$ cat src/rtl/idma_irq_pkg.sv
// Shared constants and helpers for the iDMA interrupt pending/enable/coalescing unit.
package idma_irq_pkg;

  localparam logic [31:0] OFF_IPSR     = 32'h00;
  localparam logic [31:0] OFF_IER      = 32'h08;
  localparam logic [31:0] OFF_THR      = 32'h10;
  localparam logic [31:0] OFF_TMO      = 32'h18;
  localparam logic [31:0] OFF_ISR      = 32'h20;
  localparam logic [31:0] OFF_IPSR_SET = 32'h28;

  typedef enum logic [2:0] {
    SEL_IPSR,
    SEL_IER,
    SEL_THR,
    SEL_TMO,
    SEL_ISR,
    SEL_IPSR_SET,
    SEL_NONE
  } reg_sel_e;

  // Two event sources (read-done, write-done) per channel.
  function automatic int unsigned num_src(int unsigned n_channels);
    return 2 * n_channels;
  endfunction

  function automatic logic [63:0] strb_mask(logic [7:0] strb);
    logic [63:0] m;
    for (int b = 0; b < 8; b++) begin
      m[8*b +: 8] = {8{strb[b]}};
    end
    return m;
  endfunction

endpackage

$ cat src/rtl/idma_irq_coalesce_src.sv
// Per-source coalescing engine: counts events and requests a pending set on
// reaching the threshold or when the idle timeout since the first event expires.
module idma_irq_coalesce_src
  import idma_irq_pkg::*;
#(
  parameter int unsigned CntWidth = 8,
  parameter int unsigned TmoWidth = 16
) (
  input  logic                clk_i,
  input  logic                rst_i,
  input  logic                ev_i,
  input  logic [CntWidth-1:0] thr_i,
  input  logic [TmoWidth-1:0] tmo_i,
  output logic                set_o
);

  logic [CntWidth-1:0] cnt_q, cnt_d, cnt_n, thr_e;
  logic [TmoWidth-1:0] tmr_q, tmr_d;
  logic                tmo_hit;

  always_comb begin
    thr_e = thr_i;
    if (thr_e == '0) thr_e = CntWidth'(1);
    cnt_n = (&cnt_q) ? cnt_q : cnt_q + CntWidth'(ev_i);
    // Timer starts the cycle after the first event, so a lone event fires TMO+1 cycles later.
    tmo_hit = (tmo_i != '0) && (cnt_q != '0) && (tmr_q == tmo_i - TmoWidth'(1));

    set_o = 1'b0;
    cnt_d = cnt_n;
    tmr_d = '0;
    if ((cnt_n >= thr_e) || tmo_hit) begin
      set_o = 1'b1;
      cnt_d = '0;
      tmr_d = '0;
    end else if ((tmo_i != '0) && (cnt_q != '0)) begin
      tmr_d = tmr_q + TmoWidth'(1);
    end
  end

  always_ff @(posedge clk_i or posedge rst_i) begin
    if (rst_i) begin
      cnt_q <= '0;
      tmr_q <= '0;
    end else begin
      cnt_q <= cnt_d;
      tmr_q <= tmr_d;
    end
  end

endmodule

$ cat src/rtl/idma_irq_coalesce.sv
// Interrupt pending/enable/coalescing unit for iDMA backends: register bus decode,
// IPSR/IER/THR/TMO storage and one coalescing engine per event source.
module idma_irq_coalesce
  import idma_irq_pkg::*;
#(
  parameter int unsigned NumChannels = 2,
  parameter int unsigned CntWidth    = 8,
  parameter int unsigned TmoWidth    = 16,
  parameter int unsigned AddrWidth   = 6,
  localparam int unsigned NumSrc     = num_src(NumChannels)
) (
  input  logic                   clk_i,
  input  logic                   rst_i,
  input  logic [NumChannels-1:0] r_done_i,
  input  logic [NumChannels-1:0] w_done_i,
  input  logic                   reg_valid_i,
  input  logic                   reg_write_i,
  input  logic [AddrWidth-1:0]   reg_addr_i,
  input  logic [63:0]            reg_wdata_i,
  input  logic [7:0]             reg_wstrb_i,
  output logic                   reg_ready_o,
  output logic [63:0]            reg_rdata_o,
  output logic                   reg_error_o,
  output logic [NumSrc-1:0]      irq_o
);

  logic [NumSrc-1:0]   ev, hw_set;
  logic [NumSrc-1:0]   ipsr_q, ipsr_d, ier_q, ier_d;
  logic [CntWidth-1:0] thr_q, thr_d;
  logic [TmoWidth-1:0] tmo_q, tmo_d;
  logic [63:0]         wmask, ipsr_x, ier_x, isr_x;
  logic [31:0]         addr_w;
  logic                wr_en;
  reg_sel_e            sel;
  logic                unused_wdata;

  for (genvar c = 0; c < NumChannels; c++) begin : g_ev
    assign ev[2*c]   = r_done_i[c];
    assign ev[2*c+1] = w_done_i[c];
  end

  for (genvar s = 0; s < NumSrc; s++) begin : g_src
    idma_irq_coalesce_src #(
      .CntWidth(CntWidth),
      .TmoWidth(TmoWidth)
    ) u_src (
      .clk_i(clk_i),
      .rst_i(rst_i),
      .ev_i (ev[s]),
      .thr_i(thr_q),
      .tmo_i(tmo_q),
      .set_o(hw_set[s])
    );
  end

  // Bus handshake: every request is accepted in the cycle it is presented
  // (ready = valid); read data/error are combinational, writes land on the next edge.
  assign reg_ready_o  = reg_valid_i;
  assign wr_en        = reg_valid_i && reg_write_i && (sel != SEL_NONE);
  assign wmask        = strb_mask(reg_wstrb_i);
  assign reg_error_o  = reg_valid_i && (sel == SEL_NONE);
  assign irq_o        = ipsr_q & ier_q;
  assign unused_wdata = ^{reg_wdata_i, wmask};

  always_comb begin
    addr_w = 32'(reg_addr_i);
    case (addr_w)
      OFF_IPSR:     sel = SEL_IPSR;
      OFF_IER:      sel = SEL_IER;
      OFF_THR:      sel = SEL_THR;
      OFF_TMO:      sel = SEL_TMO;
      OFF_ISR:      sel = SEL_ISR;
      OFF_IPSR_SET: sel = SEL_IPSR_SET;
      default:      sel = SEL_NONE;
    endcase
  end

  always_comb begin
    ipsr_d = ipsr_q;
    ier_d  = ier_q;
    thr_d  = thr_q;
    tmo_d  = tmo_q;
    for (int i = 0; i < NumSrc; i++) begin
      if (wr_en && wmask[i]) begin
        if ((sel == SEL_IPSR) && reg_wdata_i[i])     ipsr_d[i] = 1'b0;
        if ((sel == SEL_IPSR_SET) && reg_wdata_i[i]) ipsr_d[i] = 1'b1;
        if (sel == SEL_IER)                          ier_d[i]  = reg_wdata_i[i];
      end
    end
    for (int i = 0; i < CntWidth; i++) begin
      if (wr_en && (sel == SEL_THR) && wmask[i]) thr_d[i] = reg_wdata_i[i];
    end
    for (int i = 0; i < TmoWidth; i++) begin
      if (wr_en && (sel == SEL_TMO) && wmask[i]) tmo_d[i] = reg_wdata_i[i];
    end
    // Hardware set is applied last so it wins over a simultaneous W1C.
    ipsr_d = ipsr_d | hw_set;
  end

  always_comb begin
    ipsr_x = '0;
    ier_x  = '0;
    isr_x  = '0;
    ipsr_x[NumSrc-1:0] = ipsr_q;
    ier_x[NumSrc-1:0]  = ier_q;
    isr_x[NumSrc-1:0]  = ipsr_q & ier_q;
    reg_rdata_o = '0;
    if (reg_valid_i && !reg_write_i) begin
      case (sel)
        SEL_IPSR: reg_rdata_o = ipsr_x;
        SEL_IER:  reg_rdata_o = ier_x;
        SEL_THR:  reg_rdata_o[CntWidth-1:0] = thr_q;
        SEL_TMO:  reg_rdata_o[TmoWidth-1:0] = tmo_q;
        SEL_ISR:  reg_rdata_o = isr_x;
        default:  reg_rdata_o = '0;
      endcase
    end
  end

  always_ff @(posedge clk_i or posedge rst_i) begin
    if (rst_i) begin
      ipsr_q <= '0;
      ier_q  <= '0;
      thr_q  <= CntWidth'(1);
      tmo_q  <= '0;
    end else begin
      ipsr_q <= ipsr_d;
      ier_q  <= ier_d;
      thr_q  <= thr_d;
      tmo_q  <= tmo_d;
    end
  end

endmodule

$ cat config.mk
export PLATFORM = sky130hd
export DESIGN_NAME = idma_irq_coalesce
export DESIGN_NICKNAME = d
export VERILOG_FILES = /design/src/rtl/idma_irq_pkg.sv /design/src/rtl/idma_irq_coalesce_src.sv /design/src/rtl/idma_irq_coalesce.sv
export SDC_FILE = /design/constraint.sdc
export NUM_CORES = 1
export LEC_CHECK = 0
export ABC_CLOCK_PERIOD_IN_PS = 4500
export CORE_UTILIZATION = 55
export DETAILED_ROUTE_END_ITERATION = 8
export DONT_BUFFER_PORTS = 1
export PLACE_DENSITY = 0.66
export SYNTH_ARGS = -nofsm -noshare
export SYNTH_HDL_FRONTEND = slang
export SYNTH_SLANG_ARGS = --single-unit
$ cat constraint.sdc
create_clock -name clk_i -period 4.5 [get_ports clk_i]
set_input_delay 0.225 -clock clk_i [delete_from_list [all_inputs] [get_ports clk_i]]
set_output_delay 0.225 -clock clk_i [all_outputs]
set_load 0.005 [all_outputs]
==> summary.md <==
| Metric | Value |
|---|---|
| Count of unique library cells instantiated by Yosys | `72` |
| Top layer in use | `met4` |
| Flop-to-flop setup slack | `0.88 ns` |
| Register area share after synthesis | `0.331` |
| GRT Util Overall | `0.298` |
| Wirelength per Cell | `between 15 and 20 um` |
| Port bufs | `0` |
| Setup TNS Final | `0 ns` |
| Diodes inserted | `0` |
| Syn Std Cell Area | `slightly below 10,000 um2` |
| Clock Path Buffers | `2` |
| Via count | `8,067` |
| Peak VDD IR | `0.312 mV` |
| Gates resized, CTS repair | `0` |
| Skew-Pair Late Insertion Delay | `0.43 ns` |
| Clock Skews | `0.0126 ns` |
| Cts bufs inserted | `17` |
| Worst Setup Path Type | `reg2reg` |
| Mapped Cells | `1,059` |
| YS warnings | `0` |
| Largest net degree at the start of global routing | `62` |
| Initial drt markers | `702` |
| Crit. End Element | `register` |
| Crit share post-route | `0.804` |
| RSZ-0062 raised after global routing | `no` |
| Routed Antenna Nets | `0` |
| Mean Syn Cell Area | `9.14 um2` |
| DP HPWL | `18,000 um` |
| CP max stage cell | `nor4_2` |
| Vias per Instance | `between 6 and 7` |
| Drt first pass iters | `5` |
| Max-cap violations | `0` |
| Vias in the first global route | `~7,600` |
| WL final | `25,700 um` |
| Layout overhead on the synthesized area | `8.46%` |
| Ranking of synthesized cells by area | `dfrtp_1 (33%), xnor2_1 (6.7%), xor2_1 (6.4%), ha_1 (5.9%), buf_4 (4.2%)` |
| Clock slew at reported path FFs | `0.06 ns` |
| M1 wire length | `11,500 um` |
| Crit path launch type | `register` |
| Die Width | `135 um` |
| Ys async rst share | `1.00` |
| HP Class | `in2reg` |
| Hold Slack | `0.0540 ns` |
| Area leader, netlist | `dfrtp_1` |
| Starting density of the core | `0.562` |
| Synth Register Bits | `128` |
| Rows | `48` |
| DR WL met2 | `12,300 um` |
| Dominant synthesized flop cell | `dfrtp_1` |
| Placer Congestion | `0.899` |
| CORE AREA | `17,200 um2` |
| Slew headroom | `0.309` |
| First-pass GRT wire length | `roughly 42,000 um` |
| Die area | `18,100 um2` |
| CP peak stage delay | `0.70 ns` |
| Die H | `approximately 130 um` |
| Root Driver | `clkbuf_16` |
| WP data arrival | `3.91 ns` |
| Share of cells above drive strength 1 | `0.118` |
| Met3 routed WL | `1270 um` |
| CTS sink cnt | `128` |
| Crit path max fanout | `25` |
| Post-synth EDFFs | `0` |
| Max-slew violations | `0` |
| Placed cells | `between 1,000 and 1,500` |
| Min cycle time layout | `3.62 ns` |
| Synth top area share | `0.328` |
| Cell with the most instances after synthesis | `dfrtp_1` |
| CTS tree | `done` |
| Worst EP required | `~4.8 ns` |
| Crit-path cells | `nor4_2 > nand4_1 > xor2_1 > xnor2_1 > or3_1 > nor4_4 > buf_4 > a2111oi_0` |
| Final net count | `1,186` |
| Non-filler cells in the finished layout | `roughly 1,300` |
| Setup Viol. Count Final | `0` |
| Final Hold Vio Count | `0` |
| Maximum clock frequency | `0.276 GHz` |
| Post-route DRC | `0` |
| Post-synth top cells | `dfrtp_1 (127), nand2_1 (84), xnor2_1 (74)` |
| Initial antenna violation count | `0` |
| Status | `finished, final reports clean` |
| Total global routing overflow | `0` |
| Worst slew pin tran | `roughly 1 ns` |
| Power density over the cells | `341 nW/um2` |
| Leakage | `between 4 and 5 nW` |
| Final core occ | `0.609` |
| H-tree levels | `4` |
| I/O pins | `156` |
==> worst paths after layout <==
| check | cells after the start | start | to |
|---|---|---|---|
| max in group asynchronous | 3 | rst_i | g_src[2].u_src.tmr_q[0] |
| min in group asynchronous | 2 | rst_i | g_src[3].u_src.cnt_q[3] |
| hold / removal | 3 | reg_addr_i[3] | ipsr_q[3] |
| setup reg to reg | 8 | tmo_q[10] | g_src[0].u_src.cnt_q[1] |
| hold reg to reg | 1 | g_src[1].u_src.tmr_q[0] | g_src[1].u_src.tmr_q[0] |
| setup / recovery | 8 | tmo_q[10] | g_src[0].u_src.cnt_q[1] |
==> critical path, delay by kind of cell, from the launching register on <==
kind | cells | cell delay [ns]
AO/OA/AOI/OAI | 1 | 0.12
flip-flops | 1 | 0.61
AND/OR/NAND/NOR | 4 | 1.63
buffers and inverters | 1 | 0.40
XOR/XNOR | 2 | 0.71
==> cell families (layout without fill, tap and decap cells) <==
family          after synthesis  after routing  share of synthesized area
xor+xnor                    145            145                      0.131
buf+inv                     141            102                     0.0796
fa+ha+maj                    46             46                     0.0594
simple gates                432            432                      0.263
other cells                   1             48                   0.000387
flops                       128            128                      0.331
mux                          27             27                     0.0313
compound gates              139            139                      0.105
==> registers in the layout (all words and copies together), names as in the netlist <==
signal,flops
g_src.u_src.tmr_q,64
g_src.u_src.cnt_q,32
tmo_q,16
thr_q,8
ier_q,4
ipsr_q,4
==> layer usage <==
layer  vias to the layer above  GRT usage
met5                         -          0
met4                         0     0.0974
met3                        47     0.0511
met2                       291      0.489
met1                      3973      0.399
li1                       3756          -
==> cell type report <==
cell class	instances	area [um2]
Tap cell	225	282
Inverter	28	108
Sequential cell	128	3200
Fill cell	1485	6730
Timing Repair Buffer	42	358
Clock inverter	14	228
Clock buffer	18	429
Multi-Input combinational cell	837	5890
==> metrics by stage <==
step	total power, mW	instance area (um2)	setup WS [ns]
final	3.58	10500	0.882
after global routing	3.74	10500	0.591
after CTS	3.59	10500	0.863
after detailed placement	2.02	9680	0.903
after global placement	2.01	9680	0.923
after floorplan	1.81	9860	0.864
==> cell usage in the layout, fill, tap and decap left out, types with 7 or more instances in the layout <==
master and count:
a21oi_1 32, or3_1 7, and3_1 26, o22ai_1 7
xor2_1 71, dlygate4sd3_1 17, inv_1 27, nand3_1 55
nor2_1 40, buf_4 25, mux2_2 26, nand2_1 84
xnor2_1 74, nand2b_1 14, and2_1 13, o21ai_0 18
or4_1 20, ha_1 46, nor3b_1 17, nand4_1 20
clkbuf_16 17, nor3_1 18, dfrtp_1 127, a2111oi_0 11
nor4_1 58, a21o_1 9, o2111ai_1 8, nor2b_1 7
a22oi_1 9, conb_1 48, nor2_2 9
==> where the power goes <==
part / leakage [nW] / internal, mW / switching, mW
clock network: 0.310 / 0.993 / 0.557
logic: 2.49 / 0.251 / 0.525
registers: 1.75 / 1.19 / 0.0628
==> timing repair <==
action	in CTS	in global routing
hold buffers	17	0
setup buffers	0	0
endpoints found under the hold margin	87	0
endpoints found under the setup margin	0	0
Power figures use the tool's default switching activity.
